## config.mk

```make
export PLATFORM = sky130hd
export DESIGN_NAME = modarith_engine
export DESIGN_NICKNAME = d
export VERILOG_FILES = /design/src/rtl/modarith_pkg.sv /design/src/rtl/modarith_engine_modmul.sv /design/src/rtl/modarith_engine.sv
export SDC_FILE = /design/constraint.sdc
export NUM_CORES = 1
export LEC_CHECK = 0
export CAP_MARGIN = 20
export CORE_MARGIN = 1
export CORE_UTILIZATION = 55
export DETAILED_ROUTE_END_ITERATION = 6
export PLACE_DENSITY = 0.77
export REMOVE_ABC_BUFFERS = 1
export SLEW_MARGIN = 20
export SYNTH_ARGS = -nofsm -noshare
export SYNTH_HDL_FRONTEND = slang
export SYNTH_SLANG_ARGS = --single-unit
```

## constraint.sdc

```tcl
create_clock -name clk -period 5.44 [get_ports clk]
set_clock_uncertainty 0.15 [all_clocks]
set_input_delay 1.088 -clock clk [delete_from_list [all_inputs] [get_ports clk]]
set_output_delay 1.088 -clock clk [all_outputs]
set_load 0.05 [all_outputs]
```

## src/rtl/modarith_pkg.sv

```systemverilog
// modarith_pkg: shared op/state encodings and latency constants.
// EXP states exist only when MODARITH_EXP_EN is defined.
package modarith_pkg;

    typedef enum logic [2:0] {
        OP_ADD = 3'b000,
        OP_SUB = 3'b001,
        OP_RED = 3'b010,
        OP_MUL = 3'b011,
        OP_EXP = 3'b100
    } op_t;

`ifdef MODARITH_EXP_EN
    typedef enum logic [2:0] {
        S_IDLE, S_ARITH, S_RED, S_MUL,
        S_EXP_MUL, S_EXP_SQ, S_FIN
    } state_t;
`else
    typedef enum logic [2:0] {
        S_IDLE, S_ARITH, S_RED, S_MUL, S_FIN
    } state_t;
`endif

    function automatic int lat_arith();
        return 1;
    endfunction

    function automatic int lat_mul(input int w);
        return w + 1;
    endfunction

    function automatic int lat_red(input int w);
        return 2 * w + 1;
    endfunction

    function automatic int lat_exp(input int w);
        return 2 * w * (w + 1) + 2;
    endfunction

endpackage

```

## src/rtl/modarith_engine_modmul.sv

```systemverilog
// modmul_serial: bit-serial interleaved x*y mod m, MSB of x first.
// Loads on start, then one bit per cycle; done pulses after W bits.
module modmul_serial #(
    parameter int DATA_WIDTH = 8
) (
    input  logic                  clk,
    input  logic                  rst_n,
    input  logic                  start,
    input  logic [DATA_WIDTH-1:0] x,
    input  logic [DATA_WIDTH-1:0] y,
    input  logic [DATA_WIDTH-1:0] m,
    output logic                  busy,
    output logic                  done,
    output logic [DATA_WIDTH-1:0] p
);
    localparam int W  = DATA_WIDTH;
    localparam int IW = $clog2(W);

    logic [W-1:0]  x_q, y_q, m_q, acc_q, acc_nx;
    logic [IW-1:0] cnt_q;
    logic [W:0]    mx, dbl, sum;

    // one interleaved step: acc = 2*acc mod m, then + y mod m
    always_comb begin
        mx  = {1'b0, m_q};
        dbl = {acc_q, 1'b0};
        if (dbl >= mx) dbl = dbl - mx;
        sum = dbl + (x_q[W-1] ? {1'b0, y_q} : '0);
        if (sum >= mx) sum = sum - mx;
        acc_nx = sum[W-1:0];
    end

    // operand load and per-bit iteration
    always_ff @(posedge clk or negedge rst_n) begin
        if (!rst_n) begin
            x_q   <= '0;
            y_q   <= '0;
            m_q   <= '0;
            acc_q <= '0;
            cnt_q <= '0;
            busy  <= 1'b0;
            done  <= 1'b0;
        end else begin
            done <= 1'b0;
            if (start) begin
                x_q   <= x;
                y_q   <= y;
                m_q   <= m;
                acc_q <= '0;
                cnt_q <= IW'(W - 1);
                busy  <= 1'b1;
            end else if (busy) begin
                acc_q <= acc_nx;
                x_q   <= {x_q[W-2:0], 1'b0};
                if (cnt_q == '0) begin
                    busy <= 1'b0;
                    done <= 1'b1;
                end else begin
                    cnt_q <= cnt_q - IW'(1);
                end
            end
        end
    end

    assign p = acc_q;

endmodule

```

## src/rtl/modarith_engine.sv

```systemverilog
// modarith_engine: iterative modular add/sub/reduce/mul/exp engine.
// Exponentiation is built only when MODARITH_EXP_EN is defined.
module modarith_engine
    import modarith_pkg::*;
#(
    parameter int DATA_WIDTH = 8
) (
    input  logic                  clk,
    input  logic                  rst_n,
    input  logic                  start,
    input  logic [2:0]            op,
    input  logic [DATA_WIDTH-1:0] a,
    input  logic [DATA_WIDTH-1:0] b,
    input  logic [DATA_WIDTH-1:0] modulant,
    output logic                  ready,
    output logic                  done,
    output logic [DATA_WIDTH-1:0] result,
    output logic                  error
);
    localparam int W   = DATA_WIDTH;
    localparam int CW  = $clog2(lat_red(W));
    localparam int RED_LAST = lat_red(W) - 1;

    state_t         state_q, go_state;
    logic [2:0]     op_q;
    logic [W-1:0]   a_q, b_q, m_q;
    logic           err_q, accept, bad_op;
    logic [2*W-1:0] div_q;
    logic [W:0]     rem_q, mx, sum_ab;
    logic [CW-1:0]  cnt_q;
    logic [W-1:0]   add_r, sub_r, red_r, arith_r;
    logic           mul_start, mul_busy, mul_done;
    logic [W-1:0]   mul_x, mul_y, mul_m, mul_p;

`ifdef MODARITH_EXP_EN
    localparam int IW = $clog2(W);
    logic [W-1:0]  r_q, base_q;
    logic [IW-1:0] bit_q;
    logic [1:0]    lead_q;
`endif

    assign accept = start & ready;

    // decode the requested op into its first compute state
    always_comb begin
        bad_op   = 1'b0;
        go_state = S_ARITH;
        case (op)
            OP_ADD, OP_SUB: go_state = S_ARITH;
            OP_RED:         go_state = S_RED;
            OP_MUL:         go_state = S_MUL;
`ifdef MODARITH_EXP_EN
            OP_EXP:         go_state = S_EXP_MUL;
`endif
            default:        bad_op = 1'b1;
        endcase
        if (modulant == '0) begin
            bad_op   = 1'b1;
            go_state = S_ARITH;
        end
    end

    // single-cycle add/sub and the final restoring step of reduce
    always_comb begin
        mx      = {1'b0, m_q};
        sum_ab  = {1'b0, a_q} + {1'b0, b_q};
        add_r   = W'((sum_ab >= mx) ? sum_ab - mx : sum_ab);
        sub_r   = W'((a_q >= b_q) ? {1'b0, a_q} - {1'b0, b_q}
                                  : {1'b0, a_q} - {1'b0, b_q} + mx);
        red_r   = W'((rem_q >= mx) ? rem_q - mx : rem_q);
        arith_r = err_q ? '0 : ((op_q == OP_SUB) ? sub_r : add_r);
    end

    // multiplier launch and operand steering
    always_comb begin
        mul_start = 1'b0;
        mul_x     = a;
        mul_y     = b;
        mul_m     = modulant;
        if (accept && go_state == S_MUL) begin
            mul_start = 1'b1;
`ifdef MODARITH_EXP_EN
        end else if (state_q == S_EXP_MUL && lead_q == 2'd1 && !mul_busy) begin
            mul_start = 1'b1;
            mul_x     = r_q;
            mul_y     = base_q;
            mul_m     = m_q;
        end else if (state_q == S_EXP_MUL && mul_done) begin
            mul_start = 1'b1;
            mul_x     = base_q;
            mul_y     = base_q;
            mul_m     = m_q;
        end else if (state_q == S_EXP_SQ && mul_done && bit_q != IW'(W - 1)) begin
            mul_start = 1'b1;
            mul_x     = r_q;
            mul_y     = mul_p;
            mul_m     = m_q;
`endif
        end
    end

    modmul_serial #(
        .DATA_WIDTH(W)
    ) u_mul (
        .clk   (clk),
        .rst_n (rst_n),
        .start (mul_start),
        .x     (mul_x),
        .y     (mul_y),
        .m     (mul_m),
        .busy  (mul_busy),
        .done  (mul_done),
        .p     (mul_p)
    );

    // control FSM with registered handshake and result outputs
    always_ff @(posedge clk or negedge rst_n) begin
        if (!rst_n) begin
            state_q <= S_IDLE;
            op_q    <= '0;
            a_q     <= '0;
            b_q     <= '0;
            m_q     <= '0;
            err_q   <= 1'b0;
            div_q   <= '0;
            rem_q   <= '0;
            cnt_q   <= '0;
            ready   <= 1'b1;
            done    <= 1'b0;
            result  <= '0;
            error   <= 1'b0;
`ifdef MODARITH_EXP_EN
            r_q     <= '0;
            base_q  <= '0;
            bit_q   <= '0;
            lead_q  <= '0;
`endif
        end else begin
            done <= 1'b0;
            unique case (state_q)
                S_IDLE, S_FIN: begin
                    if (accept) begin
                        state_q <= go_state;
                        op_q    <= op;
                        a_q     <= a;
                        b_q     <= b;
                        m_q     <= modulant;
                        err_q   <= bad_op;
                        div_q   <= {a, b};
                        rem_q   <= '0;
                        cnt_q   <= '0;
                        ready   <= 1'b0;
`ifdef MODARITH_EXP_EN
                        r_q     <= W'(modulant != W'(1));
                        base_q  <= a;
                        bit_q   <= '0;
                        lead_q  <= 2'd2;
`endif
                    end else begin
                        state_q <= S_IDLE;
                    end
                end
                S_ARITH: begin
                    state_q <= S_FIN;
                    ready   <= 1'b1;
                    done    <= 1'b1;
                    result  <= arith_r;
                    error   <= err_q;
                end
                S_RED: begin
                    if (cnt_q == CW'(RED_LAST)) begin
                        state_q <= S_FIN;
                        ready   <= 1'b1;
                        done    <= 1'b1;
                        result  <= red_r;
                        error   <= 1'b0;
                    end else begin
                        rem_q <= {red_r, div_q[2*W-1]};
                        div_q <= {div_q[2*W-2:0], 1'b0};
                        cnt_q <= cnt_q + CW'(1);
                    end
                end
                S_MUL: begin
                    if (mul_done && !mul_busy) begin
                        state_q <= S_FIN;
                        ready   <= 1'b1;
                        done    <= 1'b1;
                        result  <= mul_p;
                        error   <= 1'b0;
                    end
                end
`ifdef MODARITH_EXP_EN
                S_EXP_MUL: begin
                    if (lead_q != 2'd0) lead_q <= lead_q - 2'd1;
                    if (mul_done) begin
                        if (b_q[bit_q]) r_q <= mul_p;
                        state_q <= S_EXP_SQ;
                    end
                end
                S_EXP_SQ: begin
                    if (mul_done) begin
                        base_q <= mul_p;
                        if (bit_q == IW'(W - 1)) begin
                            state_q <= S_FIN;
                            ready   <= 1'b1;
                            done    <= 1'b1;
                            result  <= r_q;
                            error   <= 1'b0;
                        end else begin
                            bit_q   <= bit_q + IW'(1);
                            state_q <= S_EXP_MUL;
                        end
                    end
                end
`endif
                default: state_q <= S_IDLE;
            endcase
        end
    end

endmodule

```

# == After elaboration in Yosys (flattened, before gate mapping) ==
# Cells that the tools add are included.
# totals
ff_bits,109
input_bits,30
out_inout_bits,11
word_cells,122
# classes
addsub,10
order_cmp,5
eq_ne,15
muxes,52
bitwise,1
n_reduce_logical,19
# ops
operator,count
two-way mux 8 bit,13
greater-or-equal comparator 9 x 8 -> 1 bit,4
two-way mux 16 bit,2
case mux 16 bit (2 select lines),1
subtractor 8 bit,4
two-way mux 9 bit,3
case mux 8 bit (3 select lines),1
two-way mux 3 bit,7
case mux 9 bit (2 select lines),1
two-way mux 1 bit,16
== test 3 x 2 -> 1 bit (second input constant),5
case mux 3 bit (4 select lines),1
two-way mux 5 bit,2
inequality test 2 bit (second input constant),5
case mux 5 bit (2 select lines),1
adder 8 x 8 -> 9 bit,1
adder 9 x 8 -> 9 bit,1
== test 3 x 1 -> 1 bit (second input constant),3
logical NOT 3 bit,3
subtractor 9 x 8 -> 9 bit,1
adder 8 bit,1
greater-or-equal comparator 8 bit,1
logical NOT 8 bit,1
case mux 1 bit (3 select lines),2
other kinds (17),22

# == Logic depth before layout (Yosys ltp) ==
# Gate-level depths: netlist of run 1.
# depth
depth_word,8
ltp_mapped,25
mapped_depth_nobuf,23

# == Hierarchy ==
# A second synthesis of run 1 with hierarchy kept.
# unflattened
cells_unflattened,899
area_unflattened_um2,7788.7
# modules_own_cells
module,instances,cells_per_inst,area_per_inst_um2,seq_area_each_um2
modarith_engine,1,597,5009.8,1803.0
modmul_serial,1,302,2778.9,925.9

# == Least setup slack after synthesis of run 1 ==
# Ideal clock, no wire load.
# synth_timing
path_type,reg-to-reg
from,"reg u_mul.acc_q[3], in the netlist u_mul.p[3]"
to,"reg u_mul.acc_q[0], in the netlist u_mul.p[0]"
setup_time_ns,0.069
arrival_time_ns,4.689
required_time_ns,5.221
setup_slack_ns,0.532
path_stages_with_launch,22
path_buffers,1
path_cell_list,dfrtp_1 -> ha_1 -> or4_1 -> o211ai_1 -> and2_1 -> mux2_2 -> ha_1 -> a211oi_1 -> nor2_1 -> o21a_1 -> o21ai_0 -> a21oi_1 -> xor2_1 -> ha_1 -> nand4_1 -> o21bai_1 -> o41a_1 -> and4b_1 -> nor2_1 -> buf_6 -> or3_1 -> nand3_1
# synth_via
elab_chain_len,7
# synth_lines
item,line_no,text
"start, declared",modarith_engine_modmul.sv:19,"logic [W-1:0] x_q, y_q, m_q, acc_q, acc_nx;"
"start signal, assigned",modarith_engine_modmul.sv:53,acc_q <= acc_nx;
subtractor 9 x 8 -> 9 bit / greater-or-equal comparator 9 x 8 -> 1 bit (equally long branches),modarith_engine_modmul.sv:27,if (dbl >= mx) dbl = dbl - mx;
two-way mux 9 bit *,modarith_engine_modmul.sv:27,
adder 9 x 8 -> 9 bit *,modarith_engine_modmul.sv:28,"sum = dbl + (x_q[W-1] ? {1'b0, y_q} : '0);"
greater-or-equal comparator 9 x 8 -> 1 bit / subtractor 8 bit (equally long branches),modarith_engine_modmul.sv:29,if (sum >= mx) sum = sum - mx;
two-way mux 8 bit *,modarith_engine_modmul.sv:29,
two-way mux 8 bit *,modarith_engine_modmul.sv:52,end else if (busy) begin
two-way mux 8 bit *,modarith_engine_modmul.sv:45,if (start) begin
# Every way passes the cells marked *; elsewhere a longest branch is shown, timed or not. The select of a mux whose other input is x is not followed.
# A chain may end at the register's enable or synchronous reset.

# == Worst setup path after layout of run 1 ==
# layout_timing
from,reg u_mul.m_q[1]
to,"reg u_mul.acc_q[1], in the netlist u_mul.p[1]"
# layout_via
elab_chain_len,7
# layout_lines
item,line_no,text
"start, declared",modarith_engine_modmul.sv:19,
"start signal, assigned",modarith_engine_modmul.sv:48,m_q <= m;
subtractor 9 x 8 -> 9 bit / greater-or-equal comparator 9 x 8 -> 1 bit (equally long branches),modarith_engine_modmul.sv:27,
two-way mux 9 bit,modarith_engine_modmul.sv:27,
adder 9 x 8 -> 9 bit,modarith_engine_modmul.sv:28,
subtractor 8 bit / greater-or-equal comparator 9 x 8 -> 1 bit (equally long branches),modarith_engine_modmul.sv:29,
two-way mux 8 bit *,modarith_engine_modmul.sv:29,
two-way mux 8 bit *,modarith_engine_modmul.sv:52,
two-way mux 8 bit *,modarith_engine_modmul.sv:45,
# Marks and branches as above.

==> flow_metrics.py, run 1 <==
metrics = {
    "critical_path": {
        "crit_chain": "inv_1, ha_1, nor2b_1, o31a_1, o211ai_1, and2_4, buf_6, a211oi_1, a21o_1, ha_4, o21ai_1, nor2_1, o21a_1, o21ai_1, a21oi_1, xor2_1, ha_1, nand4_1, o21bai_1, o41a_1, and4b_1, nor2_4, or4b_1, nand3_1",
        "worst_setup_path_end_kind": "flip-flop",
        "required_ps": 5580,
        "crit_type": "reg2reg",
        "worstPathArrival_ps": 5470,
        "crit_path_start_kind": "flip-flop",
        "critPathMaxStageDelay_ps": 470,
        "slowest_stage": "or4b_1",
        "critPathMaxFanout": 9,
    },
    "sta": {
        "fmax_mhz": 188,
        "tightest_slew_ps": 1110,
        "layout_min_cycle_time_ps": 5330,
        "period_share": 0.979,
        "setup_viol": 0,
        "whs_ps": 325,
        "relSlewSlack": 0.258,
        "final_hold_viol_count": 0,
        "finalSetupTns_ps": 0,
        "maxSlewViolCount": 0,
    },
    "floorplan": {
        "rows": 42,
        "core_area_um2": 13400,
        "die_area_um2": 14400,
        "io_pins": 41,
        "fp.dieW_um": 120,
        "initial_utilization": 0.570,
        "die_h_um": 120,
    },
    "placed_design": {
        "portBuffers": 40,
        "gp_routability_congestion": 0.960,
        "dpl_cell_area_um2": 8260,
        "dp_hpwl_um": 14700,
    },
    "global_route": {
        "track_usage": 0.291,
        "grt_pass1_wl_um": 32300,
        "grt_pass1_vias": 6289,
        "antenna_found_initial": 0,
        "gr-total-overflow": 0,
        "grt_max_degree": 74,
    },
    "yosys": {
        "synth_edf_count": 0,
        "yosys-top-cells-count": "nand2_1 (184), dfrtp_1 (108), nor2_1 (75), o21ai_0 (75), ha_1 (68)",
        "async_flop_share": 1.00,
        "synth_top_area_frac": 0.354,
        "yosys.area.top_type": "dfrtp_1",
        "yosys_warnings": 0,
        "synthTopCellsByArea": "dfrtp_1 (35%), ha_1 (11%), nand2_1 (9.0%)",
        "avgSynthCellArea_um2": 8.40,
        "synth-seq-cells": 109,
        "yosysMostFrequentCell": "nand2_1",
        "synthCells": 909,
        "ys_seq_area_frac": 0.357,
        "synth_ff_type": "dfrtp_1",
        "synth.distinct_cells": 62,
        "synth.cell_area_um2": 7640,
    },
    "cells_and_area": {
        "layout-drive-gt1-share": 0.0796,
        "multi_input_area_um2": 4660,
        "num_antenna_cells": 0,
        "area_growth_pct": 14.2,
        "nets": 1057,
        "fillers": 1143,
        "register_area_um2": 2730,
        "fin_area_um2": 8720,
    },
    "clock_network": {
        "cts_max_path_buffers": 2,
        "cts_tree": "yes",
        "cts-htree-levels": 3,
        "cts_buffers": 9,
        "clk_latency_ps": 360,
        "cts-root-buf": "clkbuf_16",
        "cts.sinks": 109,
        "cts.clk_slew.worst_paths_ps": 80,
    },
    "drt": {
        "drt_pass1_iterations": 5,
        "wl_per_cell_um": 17.8,
        "via_count": 6731,
        "antenna_left": 0,
        "vias_per_cell": 5.95,
        "drc": 0,
        "routed_wl_um": 20200,
        "drtIter0Drc": 633,
    },
    "hold_path": {
        "min_path_type": "reg2reg",
    },
    "job": {
        "drv_cap": 0,
    },
    "status": {
        "status": "complete, no violations",
    },
}
cell usage in the layout, fill, tap and decap left out, types with 6 or more instances in the layout:
master             n
inv_1             47
clkbuf_16          9
a21o_1            11
mux2i_1           18
nand2b_1          10
a21oi_1           33
nand2_1          184
and2_1            10
o21a_1             9
buf_4             29
nand4_1           10
nor3_1            18
nand3b_1           6
o211ai_1          10
xnor2_1           30
fa_1               8
nand3_1           14
mux2_2             6
clkdlybuf4s50_1   39
xor2_1            11
ha_1              63
o21ai_0           72
a211oi_1           6
dfrtp_1          108
nor2b_1           13
nor2_1            71
a31oi_1           22
cell families (layout without fill, tap and decap cells):
| kind of cell | Yosys count | after routing | synth area share |
|---|---|---|---|
| simple gates | 362 | 362 | 0.211 |
| flops | 109 | 109 | 0.357 |
| fa+ha+maj | 76 | 76 | 0.132 |
| xor+xnor | 41 | 41 | 0.0470 |
| mux | 24 | 24 | 0.0324 |
| compound gates | 211 | 211 | 0.175 |
| buf+inv | 86 | 132 | 0.0442 |
critical path, delay by kind of cell, from the launching register on:
kind	cells	cell delay [ps]
flops	1	370
buf+inv	2	180
xor+xnor	1	310
simple gates	8	1580
fa+ha+maj	3	870
compound gates	10	1790
metrics by stage:
step / util / setup WS (ps) / instances
2_1_floorplan: - / 254 / 870
3_3_place_gp: 0.615 / 123 / 1104
3_5_place_dp: 0.617 / -58.0 / 1105
4_1_cts: 0.639 / 69.0 / 1120
5_1_grt: 0.651 / -102 / 1131
6_report: 0.651 / 115 / 1131
routing by layer:
metal | wire length (um) | up-vias | GRT usage
met5 | 0 | - | 0
met1 | 9200 | 3239 | 0.418
met3 | 1220 | 34 | 0.0418
li1 | - | 3240 | -
met2 | 9180 | 218 | 0.441
met4 | 573 | 0 | 0.113
worst paths after layout:
kind / startpoint / slack, ps / to / cells past startpoint
worst max-delay path: u_mul.m_q[1] / 110 / u_mul.p[1] / 24
worst min-delay path: u_mul.y_q[7] / 330 / u_mul.y_q[7] / 2
worst max register to register: u_mul.m_q[1] / 110 / u_mul.p[1] / 24
worst min register to register: u_mul.y_q[7] / 330 / u_mul.y_q[7] / 2
max in group asynchronous: rst_n / 3400 / ready / 2
min in group asynchronous: rst_n / 700 / rem_q[6] / 1
flip-flops by register name, indices dropped and copies added, names as in the netlist:
signal	cells
div_q	16
rem_q	9
a_q	8
b_q	8
m_q	8
result	8
u_mul.m_q	8
u_mul.p	8
u_mul.x_q	8
u_mul.y_q	8
cnt_q	5
op_q	3
state_q	3
u_mul.cnt_q	3
done	1
err_q	1
error	1
ready	1
u_mul.busy	1
u_mul.done	1
repair_timing:
action,CTS,global route
setup endpoints to repair,8,8
gates resized for setup,1,16
buffers inserted,0,11
pin swaps,0,13
hold buffers,0,0
area by class of cell:
cell class	instances	share of cell area
Tap cell	176	0.0252
Clock buffer	10	0.0274
Timing Repair Buffer	70	0.0727
Sequential cell	109	0.313
Multi-Input combinational cell	714	0.534
Clock inverter	5	0.00760
Inverter	47	0.0202
Power of run 1 is not shown: default switching activity piles up to over one toggle a cycle in this logic, so the estimate is an artifact.
==> run 2, diff against run 1 <==
--- a/config.mk
+++ b/config.mk
@@ -8,6 +8,7 @@
 export CAP_MARGIN = 20
 export CORE_MARGIN = 1
 export CORE_UTILIZATION = 55
+export CTS_BUF_LIST = sky130_fd_sc_hd__clkbuf_2 sky130_fd_sc_hd__clkbuf_4 sky130_fd_sc_hd__clkbuf_8
 export DETAILED_ROUTE_END_ITERATION = 6
 export PLACE_DENSITY = 0.77
 export REMOVE_ABC_BUFFERS = 1
==> run 2 against run 1 <==
Fmax barely moved. Sequential cell count did not move. Final area is 1.1% lower. Utilization fell by 0.72 points. First-iteration DRC count is 3.2% lower. Largest cell class unchanged.
==> flow_metrics.py, run 2 (synthesis results as in run 1) <==
metrics = {
    "status": {
        "status": "complete, no violations",
    },
    "placed_design": {
        "gp_routability_congestion": 0.960,
        "portBuffers": 40,
        "place_ws_ps": -58.0,
        "dp_hpwl_um": 14700,
    },
    "cells_and_area": {
        "top_regs": "div_q: 16 flops, rem_q: 9 flops",
        "nets": 1056,
        "final_cell_mix": "nand2_1 (184), dfrtp_1 (108), o21ai_0 (72)",
        "num_antenna_cells": 0,
        "fillers": 1158,
        "largest-register": "div_q",
        "mostFrequentLayoutCell": "nand2_1",
        "layout-drive-gt1-share": 0.0786,
        "area_growth_pct": 12.9,
        "largest_reg_flops": 16,
    },
    "critical_path": {
        "worst_setup_path_end_kind": "flip-flop",
        "worstReg2RegEnd": "u_mul.p[1]",
        "crit_path_start_kind": "flip-flop",
        "r2r_start": "u_mul.m_q[1]",
        "worstPathArrival_ps": 5520,
        "ff2ff_setup_slack_ps": 110,
        "crit_type": "reg2reg",
        "rr_worst_depth": 24,
        "required_ps": 5630,
        "critPathMaxFanout": 6,
    },
    "floorplan": {
        "core_area_um2": 13400,
        "die_h_um": 120,
        "initial_utilization": 0.570,
        "die_area_um2": 14400,
        "io_pins": 41,
        "fp.dieW_um": 120,
        "rows": 42,
    },
    "drt": {
        "vias_per_cell": 5.93,
        "routed_wl_um": 19800,
        "drc": 0,
        "wl_per_cell_um": 17.5,
        "via_count": 6699,
        "drtIter0Drc": 613,
        "antenna_left": 0,
        "drt_pass1_iterations": 5,
    },
    "sta": {
        "period_share": 0.979,
        "relSlewSlack": 0.250,
        "maxSlewViolCount": 0,
        "layout_setup_ws_ps": 114,
        "fmax_mhz": 188,
        "layout_min_cycle_time_ps": 5330,
        "final_hold_viol_count": 0,
        "setup_viol": 0,
        "tightest_slew_ps": 1120,
    },
    "hold_path": {
        "hold_depth": 2,
        "hp-start": "rem_q[8]",
        "min_to": "rem_q[8]",
        "min_path_type": "reg2reg",
    },
    "clock_network": {
        "cts.clk_slew.worst_paths_ps": 110,
        "cts_tree": "yes",
        "cts.sinks": 109,
        "hold_buffers": 0,
        "cts-root-buf": "clkbuf_8",
        "cts_buffers": 9,
        "cts_max_path_buffers": 2,
        "clk_latency_ps": 410,
        "cts-htree-levels": 3,
    },
    "global_route": {
        "gr-total-overflow": 0,
        "grt_pass1_wl_um": 31900,
        "antenna_found_initial": 0,
        "grt_pass1_vias": 6174,
        "grt_max_degree": 74,
        "track_usage": 0.287,
    },
    "job": {
        "drv_cap": 0,
    },
}
[run 2: cell types whose count changed in the layout (fill, tap and decap cells not counted), sizes merged]
cell and change:
buf -1
[run 2: area by class of cell]
type / instances / area, um2 / area share
Inverter: 47 / 176 / 0.0204
Clock inverter: 5 / 66.3 / 0.00769
Clock buffer: 10 / 138 / 0.0160
Timing Repair Buffer: 69 / 639 / 0.0741
Sequential cell: 109 / 2730 / 0.316
Multi-Input combinational cell: 714 / 4660 / 0.540
Tap cell: 176 / 220 / 0.0255
[run 2: layer usage]
metal	GRT usage	wire, um
met3	0.0456	1270
met4	0.105	531
met5	0	0
met2	0.434	8860
met1	0.414	9120
[run 2: metrics by stage]
| step | std cells | utilization | instance area [um2] | hold slack (ps) | setup TNS [ps] |
|---|---|---|---|---|---|
| after CTS | 1120 | 0.632 | 8470 | 334 | 0 |
| after global placement | 1104 | 0.615 | 8250 | 301 | 0 |
| after detailed placement | 1105 | 0.617 | 8260 | 311 | -235 |
| final | 1130 | 0.644 | 8630 | 334 | 0 |
| after floorplan | 870 | - | 7480 | 285 | 0 |
| after global routing | 1130 | 0.644 | 8630 | 355 | -31.0 |
[run 2: critical path, cell delays in order (launching register included)]
cell and delay (ps):
dfrtp_1 390, inv_1 70, ha_1 280, nor2b_1 150
o31a_1 330, o211ai_1 230, and2_4 200, buf_6 110
a211oi_1 50, a21o_1 210, ha_4 280, o21ai_1 70
nor2_1 170, o21a_1 190, o21ai_1 60, a21oi_1 190
xor2_1 290, ha_1 310, nand4_1 90, o21bai_1 100
o41a_1 350, and4b_1 320, nor2_4 80, or4b_1 470
nand3_1 120
[run 2: how the worst max path moves through the flow]
stage                       startpoint         end  slack, ps  cells after the start
after global placement      u_mul.p[3]  u_mul.p[6]        120                     20
final                     u_mul.m_q[1]  u_mul.p[1]        110                     24
after detailed placement    u_mul.p[3]  u_mul.p[2]        -60                     20
after CTS                   u_mul.p[3]  u_mul.p[0]         80                     21
after floorplan             u_mul.p[3]  u_mul.p[1]        250                     20
after global routing      u_mul.m_q[1]  u_mul.p[1]        -20                     24
[run 2: repair_timing]
| action | CTS | global route |
|---|---|---|
| setup buffers | 0 | 10 |
| pin swaps | 0 | 13 |
| setup endpoints to repair | 6 | 8 |
| resized for setup | 1 | 16 |
Power of run 2 is left out for the same reason.
